`src/rtl/mul_seq.sv`:
```
// Sequential unsigned fixed-point multiplier, radix-2 shift-and-add: p = sat((x*y) >> FBITS).
// Latency: WIDTH cycles from the start edge to o_valid. The latency is fixed and never exits early.
// Backpressure: none. i_start restarts at any time and takes priority over a job in flight.
// Results are held until the next i_start or reset.
//
// Ports:
//   i_clk, i_rst_n    clock (rising edge) and async active-low reset
//   i_start           start pulse; i_x/i_y are sampled on this edge
//   i_x, i_y          multiplicand / multiplier, WIDTH bits, FBITS fractional bits
//   o_busy            calculation in progress
//   o_valid           o_p/o_ovf hold a valid result (never together with o_busy)
//   o_ovf             product exceeded WIDTH bits after the shift; o_p is saturated to all ones
//   o_p               product, WIDTH bits, FBITS fractional bits, truncated toward zero
module mul_seq #(
  parameter int WIDTH = 8,
  parameter int FBITS = 4
) (
  input  logic             i_clk,
  input  logic             i_rst_n,
  input  logic             i_start,
  output logic             o_busy,
  output logic             o_valid,
  output logic             o_ovf,
  input  logic [WIDTH-1:0] i_x,
  input  logic [WIDTH-1:0] i_y,
  output logic [WIDTH-1:0] o_p
);

  localparam int AW = 2 * WIDTH;
  localparam int CW = (WIDTH > 2) ? $clog2(WIDTH) : 1;
  localparam logic [CW-1:0] LAST = CW'(WIDTH - 1);

  logic [WIDTH-1:0] x1_q, x1_d;
  logic [WIDTH-1:0] y1_q, y1_d;
  logic [AW-1:0]    acc_q, acc_d;
  logic [CW-1:0]    cnt_q, cnt_d;
  logic             busy_q, busy_d;
  logic             valid_q, valid_d;
  logic             ovf_q, ovf_d;
  logic [WIDTH-1:0] p_q, p_d;

  logic [AW-1:0]    addend;
  logic [AW-1:0]    acc_nxt;
  logic             hi_nz;

  // Partial product for this cycle's multiplier bit. The accumulator is 2*WIDTH wide, so the
  // sum never wraps.
  always_comb begin
    addend  = y1_q[cnt_q] ? ({{WIDTH{1'b0}}, x1_q} << cnt_q) : '0;
    acc_nxt = acc_q + addend;
    // Any bit above the retained window means the shifted product does not fit in WIDTH bits.
    hi_nz   = |(acc_nxt >> (WIDTH + FBITS));
  end

  always_comb begin
    x1_d    = x1_q;
    y1_d    = y1_q;
    acc_d   = acc_q;
    cnt_d   = cnt_q;
    busy_d  = busy_q;
    valid_d = valid_q;
    ovf_d   = ovf_q;
    p_d     = p_q;
    if (i_start) begin
      // o_p deliberately keeps its previous value until the new result lands.
      x1_d    = i_x;
      y1_d    = i_y;
      acc_d   = '0;
      cnt_d   = '0;
      busy_d  = 1'b1;
      valid_d = 1'b0;
      ovf_d   = 1'b0;
    end else if (busy_q) begin
      acc_d = acc_nxt;
      cnt_d = cnt_q + CW'(1);
      if (cnt_q == LAST) begin
        busy_d  = 1'b0;
        valid_d = 1'b1;
        ovf_d   = hi_nz;
        p_d     = hi_nz ? {WIDTH{1'b1}} : acc_nxt[WIDTH+FBITS-1:FBITS];
      end
    end
  end

  always_ff @(posedge i_clk or negedge i_rst_n) begin
    if (!i_rst_n) begin
      x1_q    <= '0;
      y1_q    <= '0;
      acc_q   <= '0;
      cnt_q   <= '0;
      busy_q  <= 1'b0;
      valid_q <= 1'b0;
      ovf_q   <= 1'b0;
      p_q     <= '0;
    end else begin
      x1_q    <= x1_d;
      y1_q    <= y1_d;
      acc_q   <= acc_d;
      cnt_q   <= cnt_d;
      busy_q  <= busy_d;
      valid_q <= valid_d;
      ovf_q   <= ovf_d;
      p_q     <= p_d;
    end
  end

  assign o_busy  = busy_q;
  assign o_valid = valid_q;
  assign o_ovf   = ovf_q;
  assign o_p     = p_q;

endmodule

```
`config.mk`:
```
export PLATFORM = sky130hd
export DESIGN_NAME = mul_seq
export DESIGN_NICKNAME = d
export VERILOG_FILES = /design/src/rtl/mul_seq.sv
export SDC_FILE = /design/constraint.sdc
export NUM_CORES = 1
export LEC_CHECK = 0
export CAP_MARGIN = 0
export CORE_ASPECT_RATIO = 0.6
export CORE_MARGIN = 5
export CORE_UTILIZATION = 45
export DETAILED_ROUTE_END_ITERATION = 16
export DONT_BUFFER_PORTS = 1
export SETUP_SLACK_MARGIN = 0.2
export SKIP_CTS_REPAIR_TIMING = 1
export SKIP_LAST_GASP = 1
export SYNTH_ARGS = -nofsm -noshare
export SYNTH_HDL_FRONTEND = slang
export SYNTH_SLANG_ARGS = --single-unit
```
`constraint.sdc`:
```
create_clock -name i_clk -period 3.75 [get_ports i_clk]
set_input_delay 0.75 -clock i_clk [delete_from_list [all_inputs] [get_ports i_clk]]
set_output_delay 0.75 -clock i_clk [all_outputs]
set_load 0.005 [all_outputs]
```
==> impl_metrics.yaml, run 1 <==
outcome:
  status: "finished, final reports clean"
grt:
  grt_pass1_wl_um: 11600
  grtUsageMet2_pct: 25.1
  grt_usage_pct: 17.6
  top_usage_layer: "met1"
  first_global_vias: 2291
  grtUsageMet3_pct: 4.28
  grt_overflow: 0
  gr-usage-met1_pct: 26.3
  grt_antenna_before_repair: 0
  grt_max_degree: 47
drt:
  route.detailed.drc: 0
  ant_nets: 0
  via_count: 2331
  post_drt_via_cell_ratio: 5.58
  drtPass1Iterations: 4
  wirelength_um: 7110
  wire_per_inst_um: 17.0
  drtIter0Drc: 112
power:
  powerDensity_nw_per_um2: 491
  switching_share_pct: 35.9
  irDropWorstVdd_mv: 0.231
  seqPwrFrac_pct: 37.9
  p_comb_share_pct: 39.8
  p_switching_mw: 0.620
  leakagePower_nw: 1.63
  cellInternalPower_mw: 1.10
  p_clk_share_pct: 22.3
final_layout:
  final_area_um2: 3510
  final_layout_size_suffix_gt1_share_pct: 29.9
  fillCellCount: 605
  fin_nets: 367
  diodes: 0
  layout_common_cells: "47 x nor2_1, 44 x dfrtp_1, 20 x mux2_2, 20 x buf_4, 16 x a21oi_1"
  syn_to_final_growth_pct: 16.2
  final_common_cell: "nor2_1"
  instances_no_fill: 418
placed_design:
  dp_hpwl_um: 5090
  place_area_um2: 3180
  port-buffer-count: 0
  place_congestion: 0.920
  place_ws_ps: 65.9
  dpl.cell_count: 400
critical_path:
  ff2ff_path_depth: 14
  crit_type: "register to register"
  r2r-end: "o_p[5]"
  cp.required_ps: 3960
  critPathArrivalTime_ps: 3680
  reg2reg_slack_ps: 280
  worst_r2r_startpoint: "cnt_q[0]"
  cp_max_fo: 8
  endpoint_kind: "register"
  crit_path_start: "cnt_q[0]"
  critPathLaunchType: "register"
  setup.worst_path.end: "o_p[5]"
yosys:
  seq_area_frac_synth_pct: 38.1
  synth_largest_area_cell: "dfrtp_1"
  yosys-top-cells-area: "dfrtp_1 38%, mux2_2 7.5%, ha_1 7.0%, nor2_1 6.3%, mux2i_1 5.0%"
  syn_inst: 314
  postSynth.asyncResetShare_pct: 100
  synth_top_area_share_pct: 38.1
  ys_seq_elements: 46
  syn-cell-area_um2: 3020
  syn_avg_cell_area_um2: 9.63
  ys_types: 47
  synth_edf_count: 0
  synth_fp_nets: 351
  yosys_warnings: 0
  ys.flop_type: "dfrtp_1"
timing:
  fmax_mhz: 288
  period_needed_ps: 3470
  finalHoldViolCount: 0
  slew_headroom_pct: 77.0
  tns_ps: 0
  worst_pin_slew_ps: 344
  finalClockSkew_ps: 9.18
  timing.final.crit_share_pct: 92.5
  finalSetupViolCount: 0
  fin_ws_ps: 280
  slew_violations: 0
  rsz0062_at_grt: "false"
floorplan:
  die_w_um: 116
  die_h_um: 73.5
  core_area_um2: 6590
  die-area_um2: 8510
  rows: 23
  start_util_pct: 45.9
  io_pins: 30
clock_network:
  clk_pin_slew_worst_paths_ps: 90
  cts_tree: "yes"
  root_buffer: "clkbuf_8"
  cts_buffer_depth: 2
  clk_latency_ps: 320
  numCtsBuffers: 5
  cts.sinks: 46
  cts_htree_levels: 2
hold_path:
  hp-class: "input port to asynchronous set/reset pin"
job:
  cap_violations: 0
## layer usage
metal / wire (um) / share of wire [%] / vias to the layer above
met5: 0 / 0 / -
li1: - / - / 1138
met1: 3680 / 52 / 1141
met2: 3010 / 42 / 43
met4: 87 / 1.2 / 0
met3: 331 / 4.7 / 9
## power by group through the flow
stage               registers, mW  clock network (mW)  logic, mW
detailed placement          0.662                   0      0.576
floorplan                   0.629                   0      0.483
finish                      0.654               0.385      0.685
global placement            0.659                   0      0.561
global route                0.667               0.414      0.762
CTS                         0.653               0.398      0.578
## worst max-delay path, cell delays in order, from the launching register on
cell	delay (ps)
dfrtp_2	430
mux4_2	520
nand2_2	90
buf_4	130
nor2_1	50
ha_2	200
fa_2	350
a21o_1	230
a221oi_4	330
o31ai_4	140
a21oi_2	190
xor2_1	230
and4b_1	270
buf_12	140
a21oi_2	50
## through the flow
stage	hold WS [ps]	utilization, %	power [mW]
floorplan	454	-	1.11
global placement	455	48.2	1.22
detailed placement	456	48.2	1.24
CTS	101	49.9	1.63
global route	93.0	53.3	1.84
finish	113	53.3	1.72
## layout make-up
class	count	area (um^2)	area share [%]
clock buffers	5	68.8	1.96
clock inverters	3	45.0	1.28
inverters	14	52.6	1.50
multi-input cells	239	1890	53.7
flip-flops and latches	46	1150	32.8
well taps	87	109	3.10
repair buffers	24	198	5.63
## cells in the mapped netlist (2+ instances only)
library cell / count
nor2_1: 51
dfrtp_1: 46
a21oi_1: 22
mux2_2: 20
ha_1: 17
nand2_1: 16
mux2i_1: 15
inv_1: 14
clkbuf_1: 11
nor2b_1: 9
a21oi_2: 8
xor2_1: 8
a21o_1: 7
o21ai_0: 7
xnor2_1: 6
and2_1: 4
a211oi_1: 3
a31oi_1: 3
and3_1: 3
nand3_1: 3
nor3_1: 3
o31ai_1: 3
and4b_1: 2
buf_2: 2
buf_6: 2
mux4_2: 2
nand4_1: 2
o211ai_1: 2
o21a_1: 2
o21ai_1: 2
o21bai_1: 2
or2_2: 2
## cells by family after synthesis
logic type / share of synthesized area (%)
compound gates: 17.4
xor+xnor: 4.06
fa+ha+maj: 7.70
buf+inv: 4.18
flops: 38.1
mux: 13.9
simple gates: 14.7
## state kept, by name (all words and copies together) (netlist names)
signal,flops
acc_q,16
cnt_q,3
o_busy,1
o_ovf,1
o_p,8
o_valid,1
x1_q,8
y1_q,8
## worst min-delay path by stage
stage | from | end | slack [ps] | cells past startpoint
after floorplan | i_rst_n | acc_q[0] | 450 | 0
final | i_rst_n | y1_q[7] | 110 | 0
after CTS | i_rst_n | acc_q[12] | 100 | 0
after global placement | i_rst_n | y1_q[7] | 460 | 0
after detailed placement | i_rst_n | y1_q[7] | 460 | 0
after global routing | i_rst_n | y1_q[7] | 90 | 0
(Power assumes the default switching activity.)
==> run 2, diff against run 1 <==
Settings changed: CORE_MARGIN 5 to 2, PLACE_DENSITY set to 0.69.
==> run 2 against run 1 <==
  * Combinational power grew 0.9%
  * Worst hold slack improved by 15 ps
  * Clock power is 2% higher
  * Sequential share of layout area is 0.41 points higher
  * Non-clock buffer count shrank 4
  * Setup slack improved by 86 ps
  * Critical path type unchanged
  * Highest routed layer unchanged
==> impl_metrics.yaml, run 2 (synthesis results as in run 1) <==
clock_network:
  cts_htree_levels: 2
  clk_latency_ps: 310
  numCtsBuffers: 5
  cts.sinks: 46
  cts_tree: "yes"
  root_buffer: "clkbuf_8"
  cts_buffer_depth: 2
  clk_pin_slew_worst_paths_ps: 100
power:
  leakagePower_nw: 1.62
  irDropWorstVdd_mv: 0.237
  powerDensity_nw_per_um2: 501
  power_mw: 1.74
floorplan:
  rows: 23
  die_w_um: 110
  core_area_um2: 6590
  die-area_um2: 7410
  io_pins: 30
  start_util_pct: 45.9
  die_h_um: 67.5
drt:
  drtPass1Iterations: 4
  wirelength_um: 6770
  ant_nets: 0
  via_count: 2328
  route.detailed.drc: 0
  wire_per_inst_um: 16.3
  drtIter0Drc: 128
  post_drt_via_cell_ratio: 5.62
timing:
  tns_ps: 0
  period_needed_ps: 3380
  finalClockSkew_ps: 6.98
  worst_pin_slew_ps: 638
  hold_ws_ps: 127
  finalSetupViolCount: 0
  fmax_mhz: 295
  slew_violations: 0
  fin_ws_ps: 366
  timing.final.crit_share_pct: 90.3
  finalHoldViolCount: 0
  slew_headroom_pct: 57.3
  rsz0062_at_grt: "false"
final_layout:
  final_layout_size_suffix_gt1_share_pct: 27.8
  largest_reg_flops: 16
  layout_common_cells: "51 x nor2_1, 44 x dfrtp_1, 20 x mux2_2"
  diodes: 0
  final_common_cell: "nor2_1"
  instances_no_fill: 414
  fin_nets: 363
  regMostFlops: "acc_q"
  syn_to_final_growth_pct: 14.8
critical_path:
  critPathArrivalTime_ps: 3570
  critPathLaunchType: "register"
  cp_max_fo: 8
  crit_buf_inv: 1
  cp_cell_sequence: "mux2_2 -> o21ai_0 -> nor2_1 -> nor2_1 -> nor2_1 -> ha_2 -> a21o_1 -> a2111oi_4 -> o31ai_2 -> a21oi_1 -> xor2_1 -> and4b_1 -> buf_12 -> a21oi_2"
  cp.required_ps: 3940
  critPathSlowestCell: "dfrtp_2"
  max_stage_delay_ps: 470
  cp_common_cell: "nor2_1"
  critical-path-top-delay-family: "compound AO/OA/AOI/OAI gates"
  endpoint_kind: "register"
  crit_type: "register to register"
grt:
  grt_pass1_wl_um: 11000
  grt_max_degree: 47
  grt_overflow: 0
  grt_antenna_before_repair: 0
  first_global_vias: 2134
  grt_usage_pct: 19.4
outcome:
  status: "finished, final reports clean"
placed_design:
  dpl.cell_count: 399
  port-buffer-count: 0
  place_ws_ps: 46.3
  dp_hpwl_um: 4850
  place_congestion: 0.898
job:
  cap_violations: 0
hold_path:
  hp-class: "input port to asynchronous set/reset pin"
[run 2: area by class of cell]
| cell class | instances | area (um^2) |
|---|---|---|
| Fill cell | 590 | 3120 |
| Tap cell | 87 | 109 |
| Sequential cell | 46 | 1150 |
| Clock buffer | 5 | 68.8 |
| Multi-Input combinational cell | 239 | 1870 |
| Clock inverter | 3 | 47.5 |
| Inverter | 14 | 52.6 |
| Timing Repair Buffer | 20 | 166 |
[run 2: power breakdown]
group	total (mW)	internal (mW)	switching, mW	leakage, nW
combinational	0.691	0.314	0.376	0.993
clock	0.394	0.204	0.190	0.0591
sequential	0.652	0.579	0.0733	0.569
total	1.74	1.10	0.639	1.62
[run 2: path summary, 6_finish.rpt]
kind | start | end | slack, ps | depth (start not counted)
worst max-delay path | cnt_q[1] | o_p[6] | 370 | 14
worst min-delay path | i_rst_n | acc_q[13] | 130 | 0
worst max register to register | cnt_q[1] | o_p[6] | 370 | 14
worst min register to register | y1_q[6] | y1_q[6] | 510 | 1
max in group asynchronous | i_rst_n | cnt_q[1] | 3540 | 0
min in group i_clk | i_start | acc_q[13] | 490 | 1
[run 2: per-stage QoR]
step	utilization (%)	instance area (um^2)
after floorplan	-	3020
after global placement	48.1	3170
after detailed placement	48.1	3170
after CTS	49.8	3280
after global routing	52.6	3470
final	52.6	3470
[run 2: metal layers]
layer  vias to the layer above  GRT usage (%)  wire [um]
met3                         4           4.63        365
met1                      1150           30.6       3540
met4                         0           4.27         43
met2                        44           26.5       2820
li1                       1130              -          -
met5                         -              0          0
==> run 3, diff against run 2 <==
Settings changed: GPL_TIMING_DRIVEN set to 0, SLEW_MARGIN set to 20.
==> run 3 against run 2 <==
  * Die area stayed put
  * Setup slack got worse by 310 ps
  * Core utilization increased by 1.1 points
  * Combinational power grew 7.8%
  * Worst hold slack worse by 1.5 ps
  * Critical path depth grew 1
  * Critical path type unchanged
  * Largest cell class unchanged
==> impl_metrics.yaml, run 3 (synthesis results as in run 1) <==
final_layout:
  regMostFlops: "acc_q"
  diodes: 0
  syn_to_final_growth_pct: 17.2
  final_layout_size_suffix_gt1_share_pct: 26.6
  post-route-util_pct: 53.8
  largest_reg_flops: 16
  final_common_cell: "nor2_1"
  instances_no_fill: 422
  layout_common_cells: "49 x nor2_1, 46 x dfrtp_1, 20 x mux2_2"
  fin_nets: 371
grt:
  grt_overflow: 0
  grt_max_degree: 47
  first_global_vias: 2162
  grt_antenna_before_repair: 0
  grt_usage_pct: 19.7
  grt_pass1_wl_um: 11000
drt:
  wirelength_um: 7310
  route.detailed.drc: 0
  via_count: 2365
  wire_per_inst_um: 17.3
  ant_nets: 0
  drtPass1Iterations: 5
  drtIter0Drc: 162
  post_drt_via_cell_ratio: 5.60
critical_path:
  critPathLaunchType: "register"
  cp.required_ps: 3930
  cp_cell_sequence: "buf_6 -> mux4_2 -> nand2_4 -> and2_4 -> buf_8 -> nor2_1 -> ha_2 -> and3_1 -> a221oi_4 -> o31ai_2 -> a21oi_1 -> xor2_1 -> and4b_1 -> buf_6 -> a21oi_2"
  critPathSlowestCell: "mux4_2"
  reg2reg_slack_ps: 60
  max_stage_delay_ps: 540
  cp_common_cell: "buf_6"
  critPathArrivalTime_ps: 3880
  crit_type: "register to register"
  endpoint_kind: "register"
  cp_max_fo: 8
clock_network:
  root_buffer: "clkbuf_8"
  clk_latency_ps: 310
  cts.sinks: 46
  clk_pin_slew_worst_paths_ps: 100
  cts_tree: "yes"
  numCtsBuffers: 5
  cts_buffer_depth: 2
  cts_htree_levels: 2
timing:
  slew_violations: 0
  timing.final.crit_share_pct: 98.5
  period_needed_ps: 3690
  fmax_mhz: 271
  finalSetupViolCount: 0
  worst_pin_slew_ps: 726
  finalClockSkew_ps: 7.43
  slew_headroom_pct: 51.6
  fin_ws_ps: 56.1
  rsz0062_at_grt: "true"
  finalHoldViolCount: 0
placed_design:
  port-buffer-count: 0
  dpl.cell_count: 401
  place_ws_ps: -312
  place_congestion: 0.878
  dp_hpwl_um: 5130
floorplan:
  start_util_pct: 45.9
  die-area_um2: 7410
  die_h_um: 67.5
  die_w_um: 110
  core_area_um2: 6590
  rows: 23
  io_pins: 30
power:
  powerDensity_nw_per_um2: 484
  leakagePower_nw: 1.63
  irDropWorstVdd_mv: 0.213
  power_mw: 1.72
outcome:
  status: "finished, final reports clean"
job:
  cap_violations: 0
hold_path:
  hp-class: "input port to asynchronous set/reset pin"
run 3: power by group:
group	internal [mW]	total, mW	switching [mW]
logic	0.352	0.745	0.393
clock network	0.131	0.320	0.189
registers	0.579	0.651	0.0721
run 3: area by class of cell:
| cell class | count | area (um^2) |
|---|---|---|
| clock buffers | 5 | 68.8 |
| clock inverters | 3 | 21.3 |
| repair buffers | 13 | 97.6 |
| inverters | 14 | 52.6 |
| multi-input cells | 239 | 1940 |
| plain buffers | 15 | 106 |
| well taps | 87 | 109 |
| flip-flops and latches | 46 | 1150 |
| fillers | 587 | 3050 |
run 3: path summary, 6_finish.rpt:
kind,cells past startpoint,startpoint,end
min reg2reg,1,y1_q[6],y1_q[6]
max in group asynchronous,0,i_rst_n,acc_q[15]
min in group i_clk,1,y1_q[6],y1_q[6]
max,15,cnt_q[0],o_p[2]
max reg2reg,15,cnt_q[0],o_p[2]
min,0,i_rst_n,o_p[0]
run 3: layer usage:
layer	vias up	routed length (um)	track usage, %
met5	-	0	0
met1	1150	3820	30.8
met3	9	303	3.76
met2	51	3100	27.9
li1	1155	-	-
met4	0	90	4.27
run 3: critical path: cells and delay by family, from the launching register on:
family | cells | cell delay, ps
AOI/OAI and AO/OA | 4 | 710
xor gates and xnor gates | 1 | 310
adders and majority gates | 1 | 330
buffers and inverters | 3 | 430
DFF | 1 | 400
muxes | 1 | 540
and+or+nand+nor | 5 | 830
run 3: per-stage QoR:
| stage | setup TNS, ps | cell area (um^2) | hold slack (ps) |
|---|---|---|---|
| 6_report | 0 | 3540 | 126 |
| 5_1_grt | -66.3 | 3540 | 102 |
| 4_1_cts | -3130 | 3220 | 120 |
| 3_5_place_dp | -2540 | 3130 | 456 |
| 3_3_place_gp | -2030 | 3130 | 456 |
| 2_1_floorplan | 0 | 3020 | 454 |
